[src/rtl/ponylink_arb_pkg.sv]
// ponylink_arb_pkg: shared state encoding and helpers for the ponylink M2S packet arbiter
package ponylink_arb_pkg;
   typedef enum logic {ARB_IDLE = 1'b0, ARB_BUSY = 1'b1} arb_state_e;
   function automatic int clog2(input int n);
      int r;
      r = 0;
      while ((1 << r) < n) r++;
      return r;
   endfunction
endpackage

[src/rtl/ponylink_rr_pick.sv]
// ponylink_rr_pick: rotate-priority encoder returning the first set req after index last, wrapping
module ponylink_rr_pick #(
   parameter int NUM_CH  = 4,
   parameter int CH_BITS = 2
)(
   input  logic [NUM_CH-1:0]  req,
   input  logic [CH_BITS-1:0] last,
   output logic               hit,
   output logic [CH_BITS-1:0] idx
);
   logic [2*NUM_CH-1:0] rot;
   int off;
   assign rot = {req, req} >> (int'(last) + 1);
   always_comb begin
      off = 0;
      for (int i = NUM_CH - 1; i >= 0; i--) off = rot[i] ? i : off;
      hit = |req;
      idx = CH_BITS'((int'(last) + 1 + off) % NUM_CH);
   end
endmodule

[src/rtl/ponylink_m2s_arbiter.sv]
// ponylink_m2s_arbiter: packet-granular round-robin arbiter sharing the ponylink_master M2S stream, tagging beats with the source channel.
// Define PONYLINK_ARB_PRIO_EN to give ch 0 strict priority over the round-robin channels.
module ponylink_m2s_arbiter
   import ponylink_arb_pkg::*;
#(
   parameter int NUM_CH      = 4,
   parameter int TDATA_WIDTH = 8,
   parameter int CH_BITS     = 2
)(
   input  logic                          clk,
   input  logic                          reset,
   input  logic                          linkready,
   input  logic [NUM_CH*TDATA_WIDTH-1:0] ch_tdata,
   input  logic [NUM_CH-1:0]             ch_tvalid,
   input  logic [NUM_CH-1:0]             ch_tlast,
   output logic [NUM_CH-1:0]             ch_tready,
   output logic [TDATA_WIDTH-1:0]        out_tdata,
   output logic [CH_BITS-1:0]            out_tuser,
   output logic                          out_tvalid,
   output logic                          out_tlast,
   input  logic                          out_tready,
   output logic                          grant_active,
   output logic [CH_BITS-1:0]            grant_ch
);
`ifdef PONYLINK_ARB_PRIO_EN
   localparam bit PRIO_EN = 1'b1;
`else
   localparam bit PRIO_EN = 1'b0;
`endif
   arb_state_e state, state_nxt;
   logic [CH_BITS-1:0] last_ch, pick_idx, win_idx;
   logic [NUM_CH-1:0] req;
   logic [TDATA_WIDTH-1:0] g_data;
   logic pick_hit, win_hit, grant, slot_free, take, g_valid, g_last;
   if (CH_BITS != clog2(NUM_CH)) begin : g_bad_cfg
      $error("ponylink_m2s_arbiter: CH_BITS must equal clog2(NUM_CH)");
   end
   // With priority enabled ch 0 is taken out of the rotation and wins outright
   assign req = PRIO_EN ? (ch_tvalid & ~NUM_CH'(1)) : ch_tvalid;
   ponylink_rr_pick #(.NUM_CH(NUM_CH), .CH_BITS(CH_BITS)) u_pick (
      .req  (req),
      .last (last_ch),
      .hit  (pick_hit),
      .idx  (pick_idx)
   );
   assign win_hit      = pick_hit || (PRIO_EN && ch_tvalid[0]);
   assign win_idx      = (PRIO_EN && ch_tvalid[0]) ? '0 : pick_idx;
   assign grant        = state == ARB_IDLE && linkready && win_hit;
   assign g_valid      = ch_tvalid[grant_ch];
   assign g_last       = ch_tlast[grant_ch];
   assign g_data       = ch_tdata[grant_ch*TDATA_WIDTH +: TDATA_WIDTH];
   assign slot_free    = !out_tvalid || out_tready;
   assign take         = state == ARB_BUSY && g_valid && slot_free;
   assign grant_active = state == ARB_BUSY;
   always_comb begin
      ch_tready = '0;
      ch_tready[grant_ch] = state == ARB_BUSY && slot_free;
      state_nxt = grant ? ARB_BUSY : (take && g_last) ? ARB_IDLE : state;
   end
   always_ff @(posedge clk) begin
      if (reset) begin
         state      <= ARB_IDLE;
         grant_ch   <= '0;
         last_ch    <= CH_BITS'(NUM_CH - 1);
         out_tvalid <= 1'b0;
         out_tdata  <= '0;
         out_tlast  <= 1'b0;
         out_tuser  <= '0;
      end else begin
         state <= state_nxt;
         if (grant) grant_ch <= win_idx;
         if (take) begin
            out_tdata  <= g_data;
            out_tlast  <= g_last;
            out_tuser  <= grant_ch;
            out_tvalid <= 1'b1;
         end else if (out_tready) begin
            out_tvalid <= 1'b0;
         end
         if (take && g_last && !(PRIO_EN && grant_ch == '0)) last_ch <= grant_ch;
      end
   end
endmodule

[config.mk]
export PLATFORM = sky130hd
export DESIGN_NAME = ponylink_m2s_arbiter
export DESIGN_NICKNAME = d
export VERILOG_FILES = /design/src/rtl/ponylink_arb_pkg.sv /design/src/rtl/ponylink_rr_pick.sv /design/src/rtl/ponylink_m2s_arbiter.sv
export SDC_FILE = /design/constraint.sdc
export NUM_CORES = 1
export LEC_CHECK = 0
export CORE_UTILIZATION = 46
export DETAILED_ROUTE_END_ITERATION = 10
export DONT_BUFFER_PORTS = 1
export PLACE_DENSITY = 0.62
export SYNTH_ARGS = -nofsm -noshare
export SYNTH_HDL_FRONTEND = slang
export SYNTH_SLANG_ARGS = --single-unit
[constraint.sdc]
create_clock -name clk -period 2.2 [get_ports clk]
set_input_delay 0 -clock clk [delete_from_list [all_inputs] [get_ports clk]]
set_output_delay 0 -clock clk [all_outputs]
set_load 0.03 [all_outputs]
### Word-level counts from Yosys, hierarchy flattened

Cells that the tools add are included.

* latch bits: 0
* memories: 0
* bits of input ports: 44
* flip-flop bits (word level): 17
* word-level logic and storage cells: 41
* bits in read-only memories: 0
* RAM bits: 0

* mux-type cells: 14
* bitwise gates (word level): 2
* $add $sub $neg: 2
* equal/unequal tests: 0
* div/mod/pow operators: 0
* shift-type cells: 2
* $lt $le $gt $ge: 2
* $mul: 0
* reductions and logical operators: 12

Operators by type and width (count)
* 32-bit by 6-bit variable part select with 8-bit output: 1
* 2-bit two-way mux: 4
* 8-bit by 3-bit >> shifter with 4-bit output: 1
* 1-bit logical AND: 7
* 1-bit two-way mux: 7
* 4-bit bitwise AND: 1
* 1-bit binary-select mux with 2-bit select: 2
* 2-bit nonzero test: 2
* 4-bit OR reduction: 1
* 2-bit by 1-bit adder with 3-bit output (second input constant): 1
* 2-bit by 3-bit < comparator with 1-bit output (second input constant): 1
* 2-bit adder: 1
* 1-bit demux with 2-bit select: 1
* 2-bit by 1-bit >= comparator with 1-bit output (second input constant): 1
* 1-bit zero test: 1
* 1-bit logical OR: 1
* 1-bit inverter: 1

### Longest topological paths before layout

* word-level depth: 7
* gate-level depth with buffers: 10
* mapped depth without buffers: 9

### Hierarchy

Synthesis repeated with hierarchy kept, for this count alone.

* cell total of the unflattened synthesis: 137
* area, all modules: 1262.5 um^2

Modules (own cells, without submodules)
* ponylink_m2s_arbiter: area each 1064.8 um^2, sequential area each 340.3 um^2, cells each 110, instances 1
* ponylink_rr_pick: area each 197.7 um^2, sequential area each 0.0 um^2, cells each 27, instances 1

### Worst setup path before layout

Ideal clock, no wire load.

* path type: reg2reg
* from: reg last_ch[0]
* to: reg grant_ch[1]
* stages on the path, launching flop included: 10
* arrival time: 1.862 ns
* setup slack: 0.243 ns
* setup time: 0.095 ns
* buffers on the path: 1
* clock period less this slack: 1.957 ns
* cells stage by stage: dfxtp_1 clkbuf_1 nor2_1 a211oi_1 o21ai_0 ha_1 xnor2_1 xnor2_1 or3_1 o311ai_1

* cells in the longest elaborated chain, start to end: 7

RTL lines
* from (decl): line ponylink_m2s_arbiter.sv:31 `logic [CH_BITS-1:0] last_ch, pick_idx, win_idx;`
* from (signal assigned): line ponylink_m2s_arbiter.sv:64 `last_ch <= CH_BITS'(NUM_CH - 1);`
* from (signal assigned): line ponylink_m2s_arbiter.sv:80 `if (take && g_last && !(PRIO_EN && grant_ch == '0)) last_ch <= grant_ch;`
* 2-bit by 1-bit adder with 3-bit output (*): line ponylink_rr_pick.sv:18 `idx = CH_BITS'((int'(last) + 1 + off) % NUM_CH);`
* 8-bit by 3-bit >> shifter with 4-bit output: line ponylink_rr_pick.sv:13 `assign rot = {req, req} >> (int'(last) + 1);`
* 2-bit two-way mux (4 in a row): line ponylink_rr_pick.sv:16 `for (int i = NUM_CH - 1; i >= 0; i--) off = rot[i] ? i : off;`
* 2-bit adder (*): line ponylink_rr_pick.sv:18
* to (signal assigned): line ponylink_m2s_arbiter.sv:71 `if (grant) grant_ch <= win_idx;`
* to (decl): line ponylink_m2s_arbiter.sv:23 `output logic [CH_BITS-1:0] grant_ch`

Mark *: on every way between the ends. The rest lies on a longest branch, timed or not.
A chain may end at the register's enable or synchronous reset.

### Worst setup path in the final report

Ends and elaborated chain as after synthesis.

==> impl_metrics.env <==
export IMPL_status="completed"
export IMPL_hold_viol=0
export IMPL_ant_nets=0
export IMPL_hold_path_class="in2reg"
export IMPL_numCtsBuffers=3
export IMPL_async_flop_share=0
export IMPL_clock_sink_count=17
export IMPL_r2r_slack_ns=0.16
export IMPL_p_leak_nw=0.464
export IMPL_setup_tns_ns=0
export IMPL_relSlewSlack=0.470
export IMPL_p_sw_mw=0.248
export IMPL_power_mw=0.744
export IMPL_cp_start_kind="flip-flop"
export IMPL_cts_tree="yes"
export IMPL_synthCells=112
export IMPL_nets=157
export IMPL_rr_endpoint="grant_ch[1]"
export IMPL_die_h_um=50.8
export IMPL_synth_edff_count=0
export IMPL_synthTopCellsByArea="dfxtp_1 (31%), mux4_2 (21%), mux2i_1 (10%)"
export IMPL_critPathKind="reg2reg"
export IMPL_dp_hpwl_mm=1.78
export IMPL_cts_resized=0
export IMPL_postCtsSetupBuffers=0
export IMPL_routedWlPerCell_um=17.1
export IMPL_min_path_cells=2
export IMPL_drv_slew=0
export IMPL_finalCriticalPeriod_ns=2.04
export IMPL_dieArea_um2=2580
export IMPL_clock_skew_final_ns=0.00636
export IMPL_synth_ff_type="dfxtp_1"
export IMPL_grt_max_degree=22
export IMPL_firstDrtPassIters=4
export IMPL_comb_power_share=0.258
export IMPL_avgSynthCellArea_um2=9.79
export IMPL_switching_share=0.333
export IMPL_finalSetupViolCount=0
export IMPL_hold_end="grant_ch[1]"
export IMPL_arrival_ns=2.24
export IMPL_yosysWarnings=0
export IMPL_antenna_found_initial=0
export IMPL_ff2ff_path_depth=8
export IMPL_reg2reg_from="last_ch[0]"
export IMPL_rsz0062_at_grt="false"
export IMPL_worst_pin_slew_ns=0.792
export IMPL_ys_ff_latch=17
export IMPL_nFillCells=205
export IMPL_synth_area_um2=1100
export IMPL_path_max_fanout=10
export IMPL_synth_top_cell_by_area="dfxtp_1"
export IMPL_clkLatencyLatePin_ns=0.29
export IMPL_row_count=17
export IMPL_globalplace_congestion=0.827
export IMPL_power_frac_clock=0.231
export IMPL_vias=852
export IMPL_initial_core_util=0.491
export IMPL_insertedDiodeCount=0
export IMPL_syn_nets=157
export IMPL_design_core_area_um2=2230
export IMPL_drc=0
export IMPL_fmax_mhz=491
export IMPL_internal_power_mw=0.496
export IMPL_synthDistinctLibCells=33
export IMPL_grt_usage=0.189
export IMPL_first_global_vias=801
export IMPL_grt_pass1_wl_mm=3.55
export IMPL_synth_top_cell_area_share=0.311
export IMPL_via_per_inst=6.13
export IMPL_area_delta_synth_final_pct=3.77
export IMPL_io_pins=63
export IMPL_htreeDepth=1
export IMPL_drt_iter0_markers=19
export IMPL_power_density_nw_per_um2=654
export IMPL_seq_area_frac_synth=0.311
export IMPL_critical_path_required_ns=2.41
export IMPL_fp_dieW_um=50.8
export IMPL_end_kind="flip-flop"
export IMPL_holdCritStartpoint="ch_tvalid[3]"
export IMPL_cts_buffer_depth=2
export IMPL_fin_crit_sh=0.925
export IMPL_p_seq_frac=0.512
export IMPL_ir_worst_vdd_v=0.000399
export IMPL_path_clk_slew_ns=0.11
export IMPL_ctsRootBufferMaster="clkbuf_4"
export IMPL_portBuffers=0
export IMPL_stdcell_count=139
export IMPL_routed_wl_mm=2.37
export IMPL_maxCapViolCount=0
export IMPL_place_inst=133
export IMPL_whs_ns=0.0195
export IMPL_gr_total_overflow=0
export IMPL_drive_gt1_frac=0.189
## state kept, by name, indices dropped and copies added (netlist names)
register,cells
out_tdata,8
grant_ch,2
last_ch,2
out_tuser,2
grant_active,1
out_tlast,1
out_tvalid,1
## worst max-delay path, stage by stage, from the launching register on
cell	delay [ns]
dfxtp_1	0.50
nor2_1	0.09
a211oi_1	0.23
o21ai_0	0.13
ha_1	0.21
xnor2_1	0.13
xnor2_1	0.14
or3_1	0.31
o311ai_1	0.22
## final cells by class
type,count,area (µm²),share of cell area
multi-input combinational,80,667,0.586
clock buffer,4,26.3,0.0231
timing repair buffer,7,57.6,0.0506
sequential,17,340,0.299
inverter,3,11.3,0.00990
tap,28,35.0,0.0308
## cell families after synthesis
logic type,share of synthesized area
buf+inv,0.0811
compound gates,0.110
simple gates,0.166
xor+xnor,0.0160
fa+ha+maj,0.0114
mux,0.306
flops,0.311
## Yosys cell counts, drive strengths merged, types with 3 or more instances
cell	number
nor2	19
nor3	4
o211ai	3
nand2	5
mux2i	11
buf	5
mux4	10
inv	3
dfxtp	17
clkbuf	7
a21oi	8
## per-layer routing
layer  wire length [µm]  global-route usage  vias to the layer above
met4                 36              0.0833                        0
met2               1170               0.338                       42
li1                   -                   -                      412
met3                164              0.0357                        4
met5                  0                   0                        -
met1                999               0.218                      394
## what timing repair did
item                                   4_1_cts  5_1_grt
endpoints found under the hold margin       17        0
setup endpoints to repair                    0        0
hold buffers                                 2        0
## power by group through the flow
stage	sequential (mW)	clock, mW	combinational [mW]
after detailed placement	0.389	0	0.186
final	0.381	0.172	0.192
after floorplan	0.384	0	0.180
after global routing	0.385	0.189	0.211
after global placement	0.387	0	0.182
after CTS	0.381	0.175	0.194
## metrics by stage
stage               worst slack [ns]  instance area, µm²  utilization
floorplan                      0.243                1100            -
global placement               0.300                1090        0.489
detailed placement             0.175                1090        0.489
CTS                            0.158                1140        0.509
global route                  0.0110                1140        0.509
finish                         0.164                1140        0.509
## layout by cell type, fill, tap and decap left out
| master | n |
|---|---|
| nor2_1 | 17 |
| dfxtp_1 | 17 |
| mux2i_1 | 11 |
| mux4_2 | 10 |
| a21oi_1 | 8 |
| buf_4 | 5 |
| nand2_1 | 4 |
| nor3_1 | 4 |
| inv_1 | 3 |
| o211ai_1 | 3 |
| clkbuf_4 | 3 |
| nor3b_1 | 2 |
| nand3_1 | 2 |
| nor2_2 | 2 |
| o2111ai_1 | 2 |
| xnor2_1 | 2 |
| dlygate4sd3_1 | 2 |
| nand2b_1 | 1 |
| o311a_1 | 1 |
| a211oi_1 | 1 |
| nor4_1 | 1 |
| o21ai_0 | 1 |
| and2_1 | 1 |
| and3_1 | 1 |
| nand2_2 | 1 |
| a211o_1 | 1 |
| or3_1 | 1 |
| nand3b_1 | 1 |
| o311ai_1 | 1 |
| ha_1 | 1 |
| clkbuf_1 | 1 |
## how the worst max path moves through the flow
stage                    start          end  slack [ns]  depth (start not counted)
floorplan           last_ch[0]  grant_ch[1]        0.24                          9
global placement    last_ch[0]  grant_ch[1]        0.30                          8
detailed placement  last_ch[0]  grant_ch[1]        0.17                          8
CTS                 last_ch[0]  grant_ch[1]        0.16                          8
global route        last_ch[0]  grant_ch[1]        0.01                          8
finish              last_ch[0]  grant_ch[1]        0.16                          8
(Power assumes the default switching activity.)
